[src/rtl/rv_pkg.sv]
`timescale 1ns/1ps
`default_nettype none
// +--------------------------------------------------------------------+
// | rv_pkg : shared widths and types for the regfile writeback path     |
// | Rev 1.0 : initial release                                           |
// +--------------------------------------------------------------------+
package rv_pkg;

  localparam int XLEN = 32;
  localparam int AREG = 5;
  localparam int TAGW = 3;
  localparam int NREG = 1 << AREG;

  typedef enum logic [0:0] {
    WB_ALU = 1'b0,
    WB_LSU = 1'b1
  } wb_src_e;

  typedef struct packed {
    logic [AREG-1:0] addr;
    logic [XLEN-1:0] data;
    logic [TAGW-1:0] tag;
  } wb_entry_t;

  function automatic logic [NREG-1:0] addr_onehot(input logic [AREG-1:0] a);
    return {{(NREG-1){1'b0}}, 1'b1} << a;
  endfunction

endpackage
`default_nettype wire

[src/rtl/regfile_wb_arbiter_fifo.sv]
`timescale 1ns/1ps
`default_nettype none
// +--------------------------------------------------------------------+
// | wb_fifo : DEPTH-entry writeback queue with per-entry valid bits     |
// | Rev 1.0 : initial release                                           |
// +--------------------------------------------------------------------+
module wb_fifo
  import rv_pkg::*;
#(
  parameter int DEPTH = 2
) (
  input  logic            clk,
  input  logic            rst,
  input  logic            i_push,
  input  wb_entry_t       i_entry,
  input  logic            i_pop,
  output wb_entry_t       o_head,
  output logic            o_valid,
  output logic            o_full,
  output logic [NREG-1:0] o_occ
);

  localparam int PW = $clog2(DEPTH);

  logic [PW-1:0]    r_wr;
  logic [PW-1:0]    r_rd;
  logic [DEPTH-1:0] r_vld;
  wb_entry_t        r_mem [DEPTH];

  // Push is applied after pop so a same-slot push/pop leaves the slot valid.
  always_ff @(posedge clk) begin
    if (rst) begin
      r_wr  <= '0;
      r_rd  <= '0;
      r_vld <= '0;
    end else begin
      if (i_pop) begin
        r_vld[r_rd] <= 1'b0;
        r_rd        <= r_rd + 1'b1;
      end
      if (i_push) begin
        r_vld[r_wr] <= 1'b1;
        r_wr        <= r_wr + 1'b1;
      end
    end
  end

  always_ff @(posedge clk) begin
    if (i_push) begin
      r_mem[r_wr] <= i_entry;
    end
  end

  assign o_head  = r_mem[r_rd];
  assign o_valid = r_vld[r_rd];
  assign o_full  = &r_vld;

  always_comb begin
    o_occ = '0;
    for (int i = 0; i < DEPTH; i++) begin
      if (r_vld[i]) begin
        o_occ = o_occ | addr_onehot(r_mem[i].addr);
      end
    end
  end

endmodule
`default_nettype wire

[src/rtl/regfile_wb_arbiter.sv]
`timescale 1ns/1ps
`default_nettype none
// +--------------------------------------------------------------------+
// | regfile_wb_arbiter : age-ordered sharing of the regfile write port  |
// | Rev 1.0 : initial release                                           |
// +--------------------------------------------------------------------+
module regfile_wb_arbiter
  import rv_pkg::*;
#(
  parameter int DEPTH = 2
) (
  input  logic            clk,
  input  logic            rst,
  input  logic            alu_valid,
  output logic            alu_ready,
  input  logic [AREG-1:0] alu_addr,
  input  logic [XLEN-1:0] alu_data,
  input  logic            lsu_valid,
  output logic            lsu_ready,
  input  logic [AREG-1:0] lsu_addr,
  input  logic [XLEN-1:0] lsu_data,
  output logic            w_en,
  output logic [AREG-1:0] w_addr,
  output logic [XLEN-1:0] w_data,
  output logic [NREG-1:0] busy_mask
);

  logic [TAGW-1:0] r_tag;
  wb_src_e         r_rr;

  logic            w_alu_full, w_lsu_full;
  logic            w_alu_hv,   w_lsu_hv;
  logic            w_alu_push, w_lsu_push;
  wb_entry_t       w_alu_in,   w_lsu_in;
  wb_entry_t       w_alu_head, w_lsu_head;
  logic [NREG-1:0] w_alu_occ,  w_lsu_occ;
  logic [TAGW-1:0] w_age;
  logic            w_gnt_alu, w_gnt_lsu, w_tie;
  wb_entry_t       w_sel;

  assign alu_ready = !rst && !w_alu_full;
  assign lsu_ready = !rst && !w_lsu_full;

  // Writes to x0 complete the handshake but are dropped here.
  assign w_alu_push = alu_valid && alu_ready && (alu_addr != '0);
  assign w_lsu_push = lsu_valid && lsu_ready && (lsu_addr != '0);
  assign w_alu_in   = {alu_addr, alu_data, r_tag};
  assign w_lsu_in   = {lsu_addr, lsu_data, r_tag};

  wb_fifo #(.DEPTH(DEPTH)) u_alu_fifo (
    .clk     (clk),
    .rst     (rst),
    .i_push  (w_alu_push),
    .i_entry (w_alu_in),
    .i_pop   (w_gnt_alu),
    .o_head  (w_alu_head),
    .o_valid (w_alu_hv),
    .o_full  (w_alu_full),
    .o_occ   (w_alu_occ)
  );

  wb_fifo #(.DEPTH(DEPTH)) u_lsu_fifo (
    .clk     (clk),
    .rst     (rst),
    .i_push  (w_lsu_push),
    .i_entry (w_lsu_in),
    .i_pop   (w_gnt_lsu),
    .o_head  (w_lsu_head),
    .o_valid (w_lsu_hv),
    .o_full  (w_lsu_full),
    .o_occ   (w_lsu_occ)
  );

  // Tags live within a short window, so a negative modular difference means ALU is older.
  assign w_age = w_alu_head.tag - w_lsu_head.tag;

  always_comb begin
    w_gnt_alu = 1'b0;
    w_gnt_lsu = 1'b0;
    w_tie     = 1'b0;
    if (w_alu_hv && w_lsu_hv) begin
      if (w_age == '0) begin
        w_tie     = 1'b1;
        w_gnt_alu = (r_rr == WB_ALU);
      end else begin
        w_gnt_alu = w_age[TAGW-1];
      end
      w_gnt_lsu = !w_gnt_alu;
    end else begin
      w_gnt_alu = w_alu_hv;
      w_gnt_lsu = w_lsu_hv;
    end
  end

  assign w_sel = w_gnt_alu ? w_alu_head : w_lsu_head;

  always_ff @(posedge clk) begin
    if (rst) begin
      r_tag  <= '0;
      r_rr   <= WB_ALU;
      w_en   <= 1'b0;
      w_addr <= '0;
      w_data <= '0;
    end else begin
      r_tag <= r_tag + 1'b1;
      w_en  <= w_gnt_alu || w_gnt_lsu;
      if (w_gnt_alu || w_gnt_lsu) begin
        w_addr <= w_sel.addr;
        w_data <= w_sel.data;
      end
      if (w_tie) begin
        r_rr <= w_gnt_alu ? WB_LSU : WB_ALU;
      end
    end
  end

  assign busy_mask = (w_alu_occ | w_lsu_occ | (w_en ? addr_onehot(w_addr) : '0))
                   & {{(NREG-1){1'b1}}, 1'b0};

endmodule
`default_nettype wire

[config.mk]
export PLATFORM = sky130hd
export DESIGN_NAME = regfile_wb_arbiter
export DESIGN_NICKNAME = d
export VERILOG_FILES = /design/src/rtl/rv_pkg.sv /design/src/rtl/regfile_wb_arbiter_fifo.sv /design/src/rtl/regfile_wb_arbiter.sv
export SDC_FILE = /design/constraint.sdc
export NUM_CORES = 1
export LEC_CHECK = 0
export ABC_AREA = 1
export CAP_MARGIN = 30
export CORE_ASPECT_RATIO = 0.7
export CORE_MARGIN = 8
export CORE_UTILIZATION = 35
export CTS_BUF_LIST = sky130_fd_sc_hd__clkbuf_16
export DETAILED_ROUTE_END_ITERATION = 16
export PLACE_DENSITY = 0.59
export SYNTH_ARGS = -nofsm -noshare
export SYNTH_HDL_FRONTEND = slang
export SYNTH_SLANG_ARGS = --single-unit
[constraint.sdc]
create_clock -name clk -period 4.13 [get_ports clk]
set_clock_uncertainty 0.15 [all_clocks]
set_input_delay 0.826 -clock clk [delete_from_list [all_inputs] [get_ports clk]]
set_output_delay 0.826 -clock clk [all_outputs]
set_load 0.01 [all_outputs]
Word-level counts from Yosys, hierarchy flattened
Memory sizes are Yosys's and may differ from the RTL's. A register that Yosys moved wholly into a read port is not among the register bits.
Cells that the tools add are included.

cells by class
  add/sub/neg operators = 6
  multipliers = 0
  div/mod/pow operators = 0
  order comparisons = 8
  eq/ne operators = 0
  shift operators = 5
  muxes and demuxes = 39
  bitwise operators = 11
  reductions and logical operators = 21

operators with widths
  cell                                                       count
  2-to-1 mux 32 bit                                          5
  << shifter 1 x 5 -> 32 bit (first input constant)          5
  OR 32 bit                                                  4
  2-to-1 mux 40 bit                                          1
  2-to-1 mux 1 bit                                           23
  2-to-1 mux 2 bit                                           6
  logical AND 1 bit                                          11
  nonzero test 5 bit                                         2
  < comparator 1 x 2 -> 1 bit (second input constant)        4
  adder 1 bit (second input constant)                        4
  AND 2 bit                                                  2
  demux 1 bit (select 1 bit)                                 4
  greater-or-equal comparator 1 bit (second input constant)  4
  zero test 1 bit                                            4
  NOT 2 bit                                                  2
  OR 2 bit                                                   2
  AND reduction 2 bit                                        2
  adder 3 x 1 -> 3 bit (second input constant)               1
  zero test 3 bit                                            1
  subtractor 3 bit                                           1
  logical OR 1 bit                                           1
  NOT 1 bit                                                  1

word-level totals
  bits in registers = 50
  latch bits = 0
  bits in writable memories = 160
  bits in read-only memories = 0
  bits of input ports = 78
  output and inout port bits = 72
  word-level logic and storage cells = 103
  memories = 2

memory list
  memory            depth  width  read ports  clocked after Yosys merged registers in  wr ports  RTL line                       RTL
  u_alu_fifo.r_mem  2      40     3           1                                        1         regfile_wb_arbiter_fifo.sv:28  wb_entry_t r_mem [DEPTH];
  u_lsu_fifo.r_mem  2      40     3           1                                        1         regfile_wb_arbiter_fifo.sv:28

Depth between registers and ports, before layout
  depth in word-level cells = 10
  mapped depth = 19
  gate-level depth less buffers = 15

By module
From an unflattened synthesis, not the netlist that was laid out.

second synthesis, totals
  cell total of the unflattened synthesis = 1083
  area, all modules = 10601.4 um^2

modules (own cells, without submodules)
  module              instances  cells each  area each (um^2)  seq. area each (um^2)
  wb_fifo             2          311         3935.0            2502.4
  regfile_wb_arbiter  1          461         2731.4            840.8

Worst setup path after synthesis
No wires, ideal clock.

  path type = input to register
  start point = input port rst
  end point = memory u_alu_fifo.r_mem[1][0] (netlist bit), enable pin
  setup time = 439 ps
  arrival time = 3186 ps
  data required time = 3541 ps
  path slack = 355 ps
  stages on the path = 4
  path buffers = 1
  path through = clkbuf_1 a21oi_1 nand3_1 nor2_1

between the ends
  longest elaborated chain between the ends = 6

RTL lines
  element                                 RTL line                       RTL
  from (decl)                             regfile_wb_arbiter.sv:13       input logic rst,
  zero test 1 bit                         regfile_wb_arbiter.sv:41       assign alu_ready = !rst && !w_alu_full;
  logical AND 1 bit                       regfile_wb_arbiter.sv:41
  net alu_ready                           regfile_wb_arbiter.sv:15       output logic alu_ready,
  logical AND 1 bit (2 in series)         regfile_wb_arbiter.sv:45       assign w_alu_push = alu_valid && alu_ready && (alu_addr != '0);
  2-to-1 mux 1 bit                        regfile_wb_arbiter_fifo.sv:49  if (i_push) begin
  2-to-1 mux 1 bit (implied by the code)  regfile_wb_arbiter_fifo.sv:50  r_mem[r_wr] <= i_entry;
  to (decl)                               regfile_wb_arbiter_fifo.sv:28

The timed path passes the listed nets, and every way through them passes these cells.

==> out/metrics.cfg <==
[route]
met2_length_um = 12300
vias_per_cell = 5.13
ant_nets = 0
wl_met1_um = 15300
wirelength_um = 31100
routed.top_layer = met4
dr_wl_met3_um = 3230
drt-initial-drc-count = 716
vias = 7477
first_pass_iters = 5
drc_errors = 0
wl_per_cell_um = 21.4

[layout]
layout-drive-gt1-share = 0.0695
layout_commonest_cell = nand2_1
layout.area.seq_um2 = 5850
antenna_cells = 0
fin_cells = 1457
nNetsFinal = 1158
synthToLayoutAreaGrowth_pct = 28.7
multiInputGateArea_um2 = 3230
final_area_um2 = 12200
num-fill-cells = 2520
final_cell_mix = nand2_1 (222), edfxtp_1 (160), clkdlybuf4s50_1 (148), nand3_1 (101), mux2i_1 (67)

[worst_setup_path]
cp.arrival_ns = 3.00
rr_worst_depth = 14
start_kind = flip-flop
r2r_setup_slack_ns = 0.80
cp_data_required_time_ns = 3.15
r2r-end = w_addr[1]
endpoint = busy_mask[29]
critPathKind = reg2out
cp-end-kind = output port
cp-startpoint = u_alu_fifo.r_mem[1][35]
worstPathMaxFanout = 6

[synthesis]
yosysUniqueCellTypes = 38
synth_nets = 998
synth_cells = 917
yosysSeqAreaShare = 0.616
yosysTopAreaCellShare = 0.506
synth-seq-cells = 212
mappedNetlistArea_um2 = 9490
ys_top_cells_by_area = edfxtp_1 (51%), dfxtp_1 (11%), nand2_1 (8.8%), mux2i_1 (7.1%), nand3_1 (5.3%)
yosysWarnings = 0
synth_area_per_cell_um2 = 10.4
synth_area_leader_cell = edfxtp_1

[global_route]
grt_antenna_before_repair = 0
grt_max_degree = 42
grt.overflow.total = 0
grt_first_pass_wirelength_um = 47100
track_usage = 0.188
grt_pass1_vias = 7356

[floorplanning]
start_util = 0.355
io_pins = 150
chipWidth_um = 213
rows = 50
die_height_um = 154
core_area_um2 = 26700
die_area_um2 = 32700

[power_and_ir_drop]
max-vdd-ir-drop_mv = 0.291
p_leak_nw = 4.32
powerDensity_nw_per_um2 = 408

[placement]
place_inst = 1417
place_congestion = 0.933
dpl.hpwl_um = 22900
place.port_buffers = 148
dpl-instance-area_um2 = 11500

[clocking]
h-tree-depth = 1
clk_path_buf_depth = 3
clk_pin_slew_worst_paths_ns = 0.06
clock_latency_ns = 0.51
cts_tree = built
cts_sinks = 212
ctsHoldBuffers = 0
cts_buffers = 22
root_buffer = clkbuf_16
post_cts_buffers = 0

[sta]
finalCritPeriodShare = 0.963
fmax_mhz = 251
finalSetupViolCount = 0
worst_pin_slew_ns = 0.956
hold-worst-slack_ns = 0.300
drv_slew = 0
period_needed_ns = 3.98
grt_setup_unrepaired = false
fin_setup_tns_ns = 0
relSlewSlack = 0.358
hold_viol_final = 0

[hold_path]
holdCritPathClass = reg2reg

[run_status]
status = finished clean

[job]
max_cap_viol_count = 0

[per-stage QoR]
stage | power, mW | setup WS [ns] | utilization
2_1_floorplan | 2.81 | 0.355 | -
3_3_place_gp | 3.15 | 0.697 | 0.432
3_5_place_dp | 3.15 | 0.714 | 0.432
4_1_cts | 5.03 | 0.152 | 0.457
5_1_grt | 5.20 | 0.0221 | 0.457
6_report | 4.98 | 0.153 | 0.457
[flip-flops by register name, indices dropped and copies added (netlist names), named ones only]
signal	cells
u_alu_fifo.r_mem	80
u_lsu_fifo.r_wr	1
w_addr	5
w_data	32
u_alu_fifo.r_rd	1
u_lsu_fifo.r_rd	1
w_en	1
r_tag	3
r_rr	1
u_alu_fifo.r_wr	1
u_alu_fifo.r_vld	2
u_lsu_fifo.r_vld	2
u_lsu_fifo.r_mem	80
[cell families after synthesis]
logic type | synth area share
other | 0.000395
AO/OA/AOI/OAI | 0.0623
flip-flops | 0.616
XOR/XNOR | 0.000923
multiplexers | 0.0706
buffers and inverters | 0.0482
AND/OR/NAND/NOR | 0.197
adder cells (fa/ha/maj) | 0.00474
[worst max-delay path, stage by stage, from the launching register on]
cell and delay, ns:
edfxtp_1 0.46, inv_1 0.15, nor3_1 0.75, nand2_1 0.11, o221ai_1 0.39, clkdlybuf4s50_1 0.63
[cell type report]
cell class,instances,share of cell area
inverter,64,0.0197
timing repair buffer,179,0.143
clock inverter,18,0.0113
sequential,212,0.479
multi-input combinational,598,0.265
clock buffer,22,0.0451
tap,364,0.0373
[routing by layer]
metal  global-route usage  vias to the layer above
met5                    0                        -
met2                0.255                      307
li1                     -                     3572
met1                0.289                     3567
met3               0.0603                       31
met4               0.0282                        0
[worst min-delay path by stage]
stage,startpoint,endpoint,slack [ns],cells past startpoint
6_report,w_data[16],w_data[16],0.30,2
5_1_grt,w_data[19],w_data[19],0.32,2
4_1_cts,w_data[16],w_data[16],0.30,2
3_5_place_dp,w_data[16],w_data[16],0.29,2
3_3_place_gp,w_data[5],w_data[5],0.29,2
2_1_floorplan,r_tag[0],r_tag[0],0.28,1
[synth_stat cells]
master	n
o211ai_1	5
inv_2	2
o311ai_0	1
dfxtp_1	52
o221ai_1	1
xnor2_1	1
o22ai_1	1
inv_1	60
nor2_1	57
fa_1	1
buf_6	1
a22oi_1	14
nand4_1	5
a22o_1	1
nor3_1	27
mux2i_1	67
o21ai_2	1
nor3_4	1
a21oi_1	37
o21ai_0	11
o2111ai_1	16
nand3_1	101
clkbuf_1	17
nor2_2	1
buf_1	2
buf_4	4
a221oi_1	2
buf_8	1
nand2_2	2
nor4_1	17
o21ai_1	2
buf_2	18
conb_1	1
nand3_2	1
nand2_1	222
clkinv_1	2
ha_1	2
edfxtp_1	160
[power by group]
| part | switching [mW] | internal [mW] |
|---|---|---|
| clock | 0.786 | 1.09 |
| combinational | 0.351 | 0.268 |
| sequential | 0.0790 | 2.41 |
| total | 1.22 | 3.77 |
[what timing repair did]
item,in CTS,in global routing
setup endpoints to repair,0,1
endpoints found under the hold margin,0,0
resized for setup,0,1
Note: power is estimated with default switching activity, not from simulation.
